### src/rtl/discriminator_serial.sv
// Serial fixed-point discriminator: 9 -> 3 (ReLU) -> 1 network evaluated on one
// time-multiplexed MAC, with valid/ready handshakes on both sides.
//
// state | meaning
// IDLE  | waiting for a sample, in_ready high
// L2    | hidden layer, one MAC per edge (n=0..2, i=0..8)
// L3    | output layer, one MAC per edge (n=0..2)
// DONE  | result held until out_ready
module discriminator_serial #(
    parameter int WIDTH       = 32,
    parameter int FRAC        = 16,
    parameter int N_PIXEL     = 9,
    parameter int N_NEURON_L2 = 3
) (
    input  logic                                   clk,
    input  logic                                   rst,
    input  logic [N_PIXEL*WIDTH-1:0]               x_in,
    input  logic                                   in_valid,
    output logic                                   in_ready,
    input  logic [N_PIXEL*N_NEURON_L2*WIDTH-1:0]   w_L2,
    input  logic [N_NEURON_L2*WIDTH-1:0]           b_L2,
    input  logic [N_NEURON_L2*WIDTH-1:0]           w_L3,
    input  logic [WIDTH-1:0]                       b_L3,
    output logic signed [WIDTH-1:0]                score,
    output logic                                   real_flag,
    output logic                                   out_valid,
    input  logic                                   out_ready
);

    localparam int ACC_W = 2*WIDTH + 4;
    localparam logic signed [ACC_W-1:0] SAT_MAX = {{(ACC_W-WIDTH+1){1'b0}}, {(WIDTH-1){1'b1}}};
    localparam logic signed [ACC_W-1:0] SAT_MIN = {{(ACC_W-WIDTH+1){1'b1}}, {(WIDTH-1){1'b0}}};

    typedef enum logic [1:0] {IDLE, L2, L3, DONE} state_t;

    state_t                   state;
    logic [3:0]               i_cnt;
    logic [1:0]               n_cnt;
    logic signed [WIDTH-1:0]  x_reg [N_PIXEL];
    logic signed [WIDTH-1:0]  h_reg [N_NEURON_L2];
    logic signed [ACC_W-1:0]  acc;

    logic signed [WIDTH-1:0]  w2_word [N_PIXEL*N_NEURON_L2];
    logic signed [WIDTH-1:0]  b2_word [N_NEURON_L2];
    logic signed [WIDTH-1:0]  w3_word [N_NEURON_L2];
    logic [4:0]               w_idx;

    logic signed [WIDTH-1:0]   mul_a;
    logic signed [WIDTH-1:0]   mul_b;
    logic signed [WIDTH-1:0]   bias;
    logic                      first_term;
    logic                      last_term;
    logic signed [2*WIDTH-1:0] prod;
    logic signed [ACC_W-1:0]   bias_ext;
    logic signed [ACC_W-1:0]   acc_sum;
    logic signed [ACC_W-1:0]   acc_shift;
    logic signed [WIDTH-1:0]   sat_word;
    logic signed [WIDTH-1:0]   relu_word;

    assign in_ready = (state == IDLE);

    always_comb begin
        for (int k = 0; k < N_PIXEL*N_NEURON_L2; k++) begin
            w2_word[k] = w_L2[k*WIDTH +: WIDTH];
        end
        for (int k = 0; k < N_NEURON_L2; k++) begin
            b2_word[k] = b_L2[k*WIDTH +: WIDTH];
            w3_word[k] = w_L3[k*WIDTH +: WIDTH];
        end
    end

    assign w_idx = ({3'b000, n_cnt} * 5'd9) + {1'b0, i_cnt};

    always_comb begin
        mul_a      = '0;
        mul_b      = '0;
        bias       = '0;
        first_term = 1'b0;
        last_term  = 1'b0;
        case (state)
            L2: begin
                mul_a      = x_reg[i_cnt];
                mul_b      = w2_word[w_idx];
                bias       = b2_word[n_cnt];
                first_term = (i_cnt == 4'd0);
                last_term  = (i_cnt == 4'(N_PIXEL-1));
            end
            L3: begin
                mul_a      = h_reg[n_cnt];
                mul_b      = w3_word[n_cnt];
                bias       = b_L3;
                first_term = (n_cnt == 2'd0);
                last_term  = (n_cnt == 2'(N_NEURON_L2-1));
            end
            default: ;
        endcase
    end

    // The bias enters pre-scaled by FRAC so it lines up with the Q.2FRAC products.
    always_comb begin
        prod      = $signed({{WIDTH{mul_a[WIDTH-1]}}, mul_a}) * $signed({{WIDTH{mul_b[WIDTH-1]}}, mul_b});
        bias_ext  = $signed({{(ACC_W-WIDTH){bias[WIDTH-1]}}, bias}) <<< FRAC;
        acc_sum   = (first_term ? bias_ext : acc) + $signed({{(ACC_W-2*WIDTH){prod[2*WIDTH-1]}}, prod});
        acc_shift = acc_sum >>> FRAC;
        if (acc_shift > SAT_MAX) begin
            sat_word = SAT_MAX[WIDTH-1:0];
        end else if (acc_shift < SAT_MIN) begin
            sat_word = SAT_MIN[WIDTH-1:0];
        end else begin
            sat_word = acc_shift[WIDTH-1:0];
        end
        relu_word = sat_word[WIDTH-1] ? '0 : sat_word;
    end

    always_ff @(posedge clk) begin
        if (rst) begin
            state     <= IDLE;
            i_cnt     <= '0;
            n_cnt     <= '0;
            acc       <= '0;
            score     <= '0;
            real_flag <= 1'b0;
            out_valid <= 1'b0;
            for (int k = 0; k < N_PIXEL; k++) x_reg[k] <= '0;
            for (int k = 0; k < N_NEURON_L2; k++) h_reg[k] <= '0;
        end else begin
            case (state)
                IDLE: begin
                    if (in_valid) begin
                        for (int k = 0; k < N_PIXEL; k++) x_reg[k] <= x_in[k*WIDTH +: WIDTH];
                        i_cnt <= '0;
                        n_cnt <= '0;
                        state <= L2;
                    end
                end
                L2: begin
                    acc <= acc_sum;
                    if (last_term) begin
                        h_reg[n_cnt] <= relu_word;
                        i_cnt        <= '0;
                        if (n_cnt == 2'(N_NEURON_L2-1)) begin
                            n_cnt <= '0;
                            state <= L3;
                        end else begin
                            n_cnt <= n_cnt + 2'd1;
                        end
                    end else begin
                        i_cnt <= i_cnt + 4'd1;
                    end
                end
                L3: begin
                    acc <= acc_sum;
                    if (last_term) begin
                        score     <= sat_word;
                        real_flag <= !sat_word[WIDTH-1] && (sat_word != '0);
                        out_valid <= 1'b1;
                        n_cnt     <= '0;
                        state     <= DONE;
                    end else begin
                        n_cnt <= n_cnt + 2'd1;
                    end
                end
                DONE: begin
                    if (out_ready) begin
                        out_valid <= 1'b0;
                        state     <= IDLE;
                    end
                end
                default: state <= IDLE;
            endcase
        end
    end

endmodule

### config.mk
export PLATFORM = sky130hd
export DESIGN_NAME = discriminator_serial
export DESIGN_NICKNAME = d
export VERILOG_FILES = /design/src/rtl/discriminator_serial.sv
export SDC_FILE = /design/constraint.sdc
export NUM_CORES = 2
export LEC_CHECK = 0
export CAP_MARGIN = 20
export CORE_AREA = 2 2 547 549
export CTS_BUF_LIST = sky130_fd_sc_hd__clkbuf_8 sky130_fd_sc_hd__clkbuf_16
export DETAILED_ROUTE_END_ITERATION = 8
export DIE_AREA = 0 0 549 551
export PLACE_DENSITY_LB_ADDON = 0.12
export SYNTH_ARGS = -nofsm -noshare
export SYNTH_HDL_FRONTEND = slang
export SYNTH_SLANG_ARGS = --single-unit
### constraint.sdc
create_clock -name clk -period 33.3 [get_ports clk]
set_input_delay 6.66 -clock clk [delete_from_list [all_inputs] [get_ports clk]]
set_output_delay 6.66 -clock clk [all_outputs]
set_load 0.005 [all_outputs]
==> results.md <==
Global routing:
- The number of global-route vias before repair came to 64384.
- The number of antenna violations at the first check in global routing is 145.
- In the global route stage, overall resource usage came out at 0.2480.
- After global routing the overflow that remains totals 0.
- The global-route wire length before repair is 522000 um.
- The largest net degree at the start of global routing is 289.

Layout:
- The register with the most flip-flops in the layout has 288 of them.
- Of the cells placed in the final design, the portion with a size suffix greater than 1 is 0.08139.
- The final design instance area without fill is 0.09429 mm^2.
- The top cell types in the final layout, fill and taps aside, are sky130_fd_sc_hd__clkdlybuf4s50_1 (1413), sky130_fd_sc_hd__inv_1 (1258), sky130_fd_sc_hd__fa_1 (1251), sky130_fd_sc_hd__nand2_1 (917), sky130_fd_sc_hd__nor2_1 (472).
- After the last flow step, the layout net total stands at 11236.
- The leading cell type in the layout, fill and taps excluded is sky130_fd_sc_hd__clkdlybuf4s50_1.
- The end-of-flow core utilization is 0.3182.
- The area growth from synthesis to layout is 28.34%.
- After the flow finishes, the layout carries non-filler instances totaling 12414.

Clocking:
- The clock edge transition at the registers on the reported setup and hold paths is 0.07 ns.
- The deepest level of the CTS H-tree is 2.
- The count of hold-fix buffers inserted at cts is 0.
- The count of buffers added by post-CTS timing repair for setup is 0.
- The clock tree from TritonCTS is done.
- The root buffer cell chosen for the clock tree is sky130_fd_sc_hd__clkbuf_16.
- TritonCTS created 52 clock buffers.
- Post-CTS repair changed the size of 0 cells.
- No sink is reached through more buffers than the 3 on the longest clock path.
- The tree built by TritonCTS fans out to 528 sinks.
- The clock reaches the later pin of the worst-skew pair after 0.68 ns.

Timing:
- Clock skew on the completed layout was measured at 0.06911 ns.
- The setup TNS after final layout is 0 ns.
- The number of slew-limit violations in the final report is 0.
- In this run the tightest slew margin relative to its limit is 0.1003.
- Subtracting the final worst setup slack from the clock period gives 20.68 ns.
- The final number of hold-violating endpoints is 0.
- In the finished design, the share of the clock period the worst path needs comes to 0.6210.
- At the pin with the least slew margin, the transition time is 1.350 ns.
- The top achievable clock speed is 0.04836 GHz.
- Setup violations remaining at the end of the flow were counted as 0.
- Setup repair after global routing left no endpoint under its margin.

Pwr:
- Overall power consumption after layout is estimated at 6.084 mW.
- The leakage power is 37.82 nW.
- The power density relative to cell area is 64.53 mW/mm^2.
- The maximum VDD drop is 0.05649 mV.

Worst setup path:
- The startpoint type of the worst setup path is an input port.
- STA puts the critical path data arrival time at 21.00 ns.
- Data on the critical path is required at its endpoint by 33.62 ns.
- The worst reg-to-reg path cell count is 34.
- Across all register-to-register paths, the minimum setup slack is 16.46 ns.
- The maximum fanout encountered on the critical timing path is 100.
- The worst stage delay on the critical path is 0.95 ns.
- Among the stages of the critical path, the cell type that occurs most often is sky130_fd_sc_hd__fa_1.
- The kind of capture point of the worst setup path is a flip-flop.
- The startpoint of the most critical register-to-register path is n_cnt[1]$_SDFFE_PP0P_.
- The kind of critical path is input port to flip-flop.
- The slowest stage of the critical path is the sky130_fd_sc_hd__buf_4 cell.
- The endpoint of the worst register-to-register path is h_reg[1][5]$_SDFFCE_PN0P_.

Die:
- The floorplan step set the die height to 551 um.
- The initialized floorplan defines 200 standard-cell rows.
- In this run the count of I/O pins placed on the die edge is 1415.
- The initial utilization of the core area, before any placement, comes to 0.2480.
- The area inside the core boundary is 0.2963 mm^2.
- Measured along the x axis, the die boundary spans 549 um.
- The overall die area is 0.3025 mm^2.

Placed design:
- Once placement finished, the instance area stood at 0.09230 mm^2.
- The post-placement cell count is 12241.
- The count of port buffers added during placement is 1414.
- Detailed placement ended at an HPWL of 318900 um.
- At the end of routability-driven placement, the weighted congestion stood at 0.9798.

Route:
- The average vias per placed instance is 4.872.
- Dividing the detail-routed wire length by the instance count gives 30.71 um.
- The number of remaining DRC errors is 0.
- In this run the remaining antenna-violating nets after routing total 0.
- The detailed router finished its first iteration with 4782 violations.
- The number of iterations in the first detailed-routing pass is 6.
- Summed over all layers, the routed wires come to 381200 um.
- The total vias in the final route is 60482.

Worst hold path:
- The end point of the worst hold path is acc[64]$_SDFFE_PP0N_.
- The worst min-delay path category is flip-flop to flip-flop.
- The worst hold path passes through 2 cells.
- The startpoint identified for the worst hold timing path is acc[64]$_SDFFE_PP0N_.

Synthesis:
- The number of standard cells after synthesis is 7200.
- The proportion of synthesized chip area in sequential cells is 0.2000.
- The share of synthesized flip-flops with an asynchronous set or reset is 0.
- In the synthesized netlist the dominant register cell turns out to be sky130_fd_sc_hd__edfxtp_1.
- The distinct cell type count after synthesis is 89.
- The number of nets handed over by synthesis was 10076.
- The average instance area after synthesis is 10.20 um^2.
- The count of flip-flops with a built-in enable after synthesis is 412.
- During synthesis, Yosys emitted a total of 0 warnings.
- The mapped netlist covers 0.07347 mm^2.
- After synthesis the netlist holds a flip-flop and latch count of 528.

Job:
- The number of max-capacitance violations reported is 0.

Outcome:
- The run finished with clean final reports.
kinds of logic (layout without fill, tap and decap cells):
logic type,count (synthesis),count (layout),share of synthesized area
other,0,71,0
xor gates and xnor gates,89,89,0.01061
and+or+nand+nor,2061,2061,0.1272
AOI/OAI and AO/OA,821,821,0.06971
DFF,528,528,0.2000
muxes,480,480,0.1196
adders and majority gates,1496,1496,0.3828
buffers and inverters,1725,2929,0.09001
layer usage:
layer	global-route usage	wire length, um	vias up	part of all wire
li1	-	-	25651	-
met1	0.3254	160400	31998	0.42
met2	0.4032	180000	2331	0.47
met3	0.06571	28590	440	0.075
met4	0.06582	11800	62	0.031
met5	0	383	-	0.0010
power breakdown:
group	total [mW]	switching (mW)	leakage, nW	internal (mW)
clock	0.627	0.289	0.897	0.338
sequential	0.920	0.0522	5.28	0.868
combinational	4.54	3.02	31.6	1.51
critical path, delay by kind of cell:
kind,cells,cell delay (ns)
buffers and inverters,8,3.93
AO/OA/AOI/OAI,6,2.07
XOR/XNOR,1,0.54
multiplexers,2,1.21
AND/OR/NAND/NOR,6,1.85
adder cells (fa/ha/maj),9,4.65
cell usage after synthesis (7+ instances only):
cell type | count | area [um^2]
sky130_fd_sc_hd__fa_1 | 1253 | 25080
sky130_fd_sc_hd__inv_1 | 1247 | 4681
sky130_fd_sc_hd__nand2_1 | 922 | 3461
sky130_fd_sc_hd__nor2_1 | 478 | 1794
sky130_fd_sc_hd__and2_1 | 428 | 2678
sky130_fd_sc_hd__edfxtp_1 | 412 | 12370
sky130_fd_sc_hd__clkbuf_1 | 346 | 1299
sky130_fd_sc_hd__a21oi_1 | 335 | 1677
sky130_fd_sc_hd__mux4_2 | 318 | 7162
sky130_fd_sc_hd__ha_1 | 243 | 3040
sky130_fd_sc_hd__mux2i_1 | 158 | 1582
sky130_fd_sc_hd__o21ai_0 | 155 | 775.7
sky130_fd_sc_hd__dfxtp_1 | 116 | 2322
sky130_fd_sc_hd__o211ai_1 | 79 | 593.1
sky130_fd_sc_hd__nand4_1 | 66 | 412.9
sky130_fd_sc_hd__nand3_1 | 60 | 300.3
sky130_fd_sc_hd__buf_1 | 58 | 217.7
sky130_fd_sc_hd__xnor2_1 | 50 | 437.9
sky130_fd_sc_hd__buf_2 | 47 | 235.2
sky130_fd_sc_hd__xor2_1 | 39 | 341.6
sky130_fd_sc_hd__a32oi_1 | 33 | 289.0
sky130_fd_sc_hd__nor3_1 | 30 | 150.1
sky130_fd_sc_hd__o22ai_1 | 27 | 168.9
sky130_fd_sc_hd__a21o_1 | 24 | 180.2
sky130_fd_sc_hd__o21ai_1 | 18 | 90.09
sky130_fd_sc_hd__a221o_1 | 17 | 170.2
sky130_fd_sc_hd__a221oi_1 | 16 | 140.1
sky130_fd_sc_hd__or2_2 | 15 | 93.84
sky130_fd_sc_hd__a211oi_1 | 13 | 97.59
sky130_fd_sc_hd__nor2b_1 | 12 | 75.07
sky130_fd_sc_hd__buf_4 | 11 | 82.58
sky130_fd_sc_hd__clkinv_1 | 11 | 41.29
sky130_fd_sc_hd__a31o_2 | 10 | 87.58
sky130_fd_sc_hd__nor4_1 | 10 | 62.56
sky130_fd_sc_hd__o21a_1 | 9 | 67.56
sky130_fd_sc_hd__o21bai_1 | 9 | 67.56
sky130_fd_sc_hd__o22a_1 | 9 | 78.83
sky130_fd_sc_hd__a21boi_0 | 8 | 60.06
sky130_fd_sc_hd__and3_1 | 7 | 43.79
sky130_fd_sc_hd__nand2b_1 | 7 | 43.79
how the worst max path moves through the flow:
stage                     depth (start not counted)      start                         to  slack [ns]
after floorplan                                  34  w_L2[352]     h_reg[3][16]$_DFFE_PP_       16.30
after global placement                           36   w_L2[65]      h_reg[3][5]$_DFFE_PP_       12.17
after detailed placement                         34   w_L2[75]  h_reg[1][5]$_SDFFCE_PN0P_       12.24
after CTS                                        34   w_L2[75]  h_reg[1][0]$_SDFFCE_PN0P_       12.89
after global routing                             34   w_L2[75]  h_reg[1][0]$_SDFFCE_PN0P_       11.99
final                                            32   w_L2[75]  h_reg[1][5]$_SDFFCE_PN0P_       12.62
final cells by class:
class,count,area [um^2]
sequential,528,14710
clock buffer,54,1329
timing repair buffer,1573,15410
antenna,71,177.7
multi-input combinational,4947,52590
fill,30700,202000
clock inverter,44,419.2
inverter,1258,4722
tap,3939,4928
per-stage QoR:
| stage | hold slack [ns] | worst slack (ns) |
|---|---|---|
| floorplan | 0.4422 | 16.30 |
| global placement | 0.4500 | 12.17 |
| detailed placement | 0.4534 | 12.24 |
| CTS | 0.4641 | 12.89 |
| global route | 0.4800 | 11.99 |
| finish | 0.4660 | 12.62 |
Note: power is estimated with default switching activity, not from simulation.
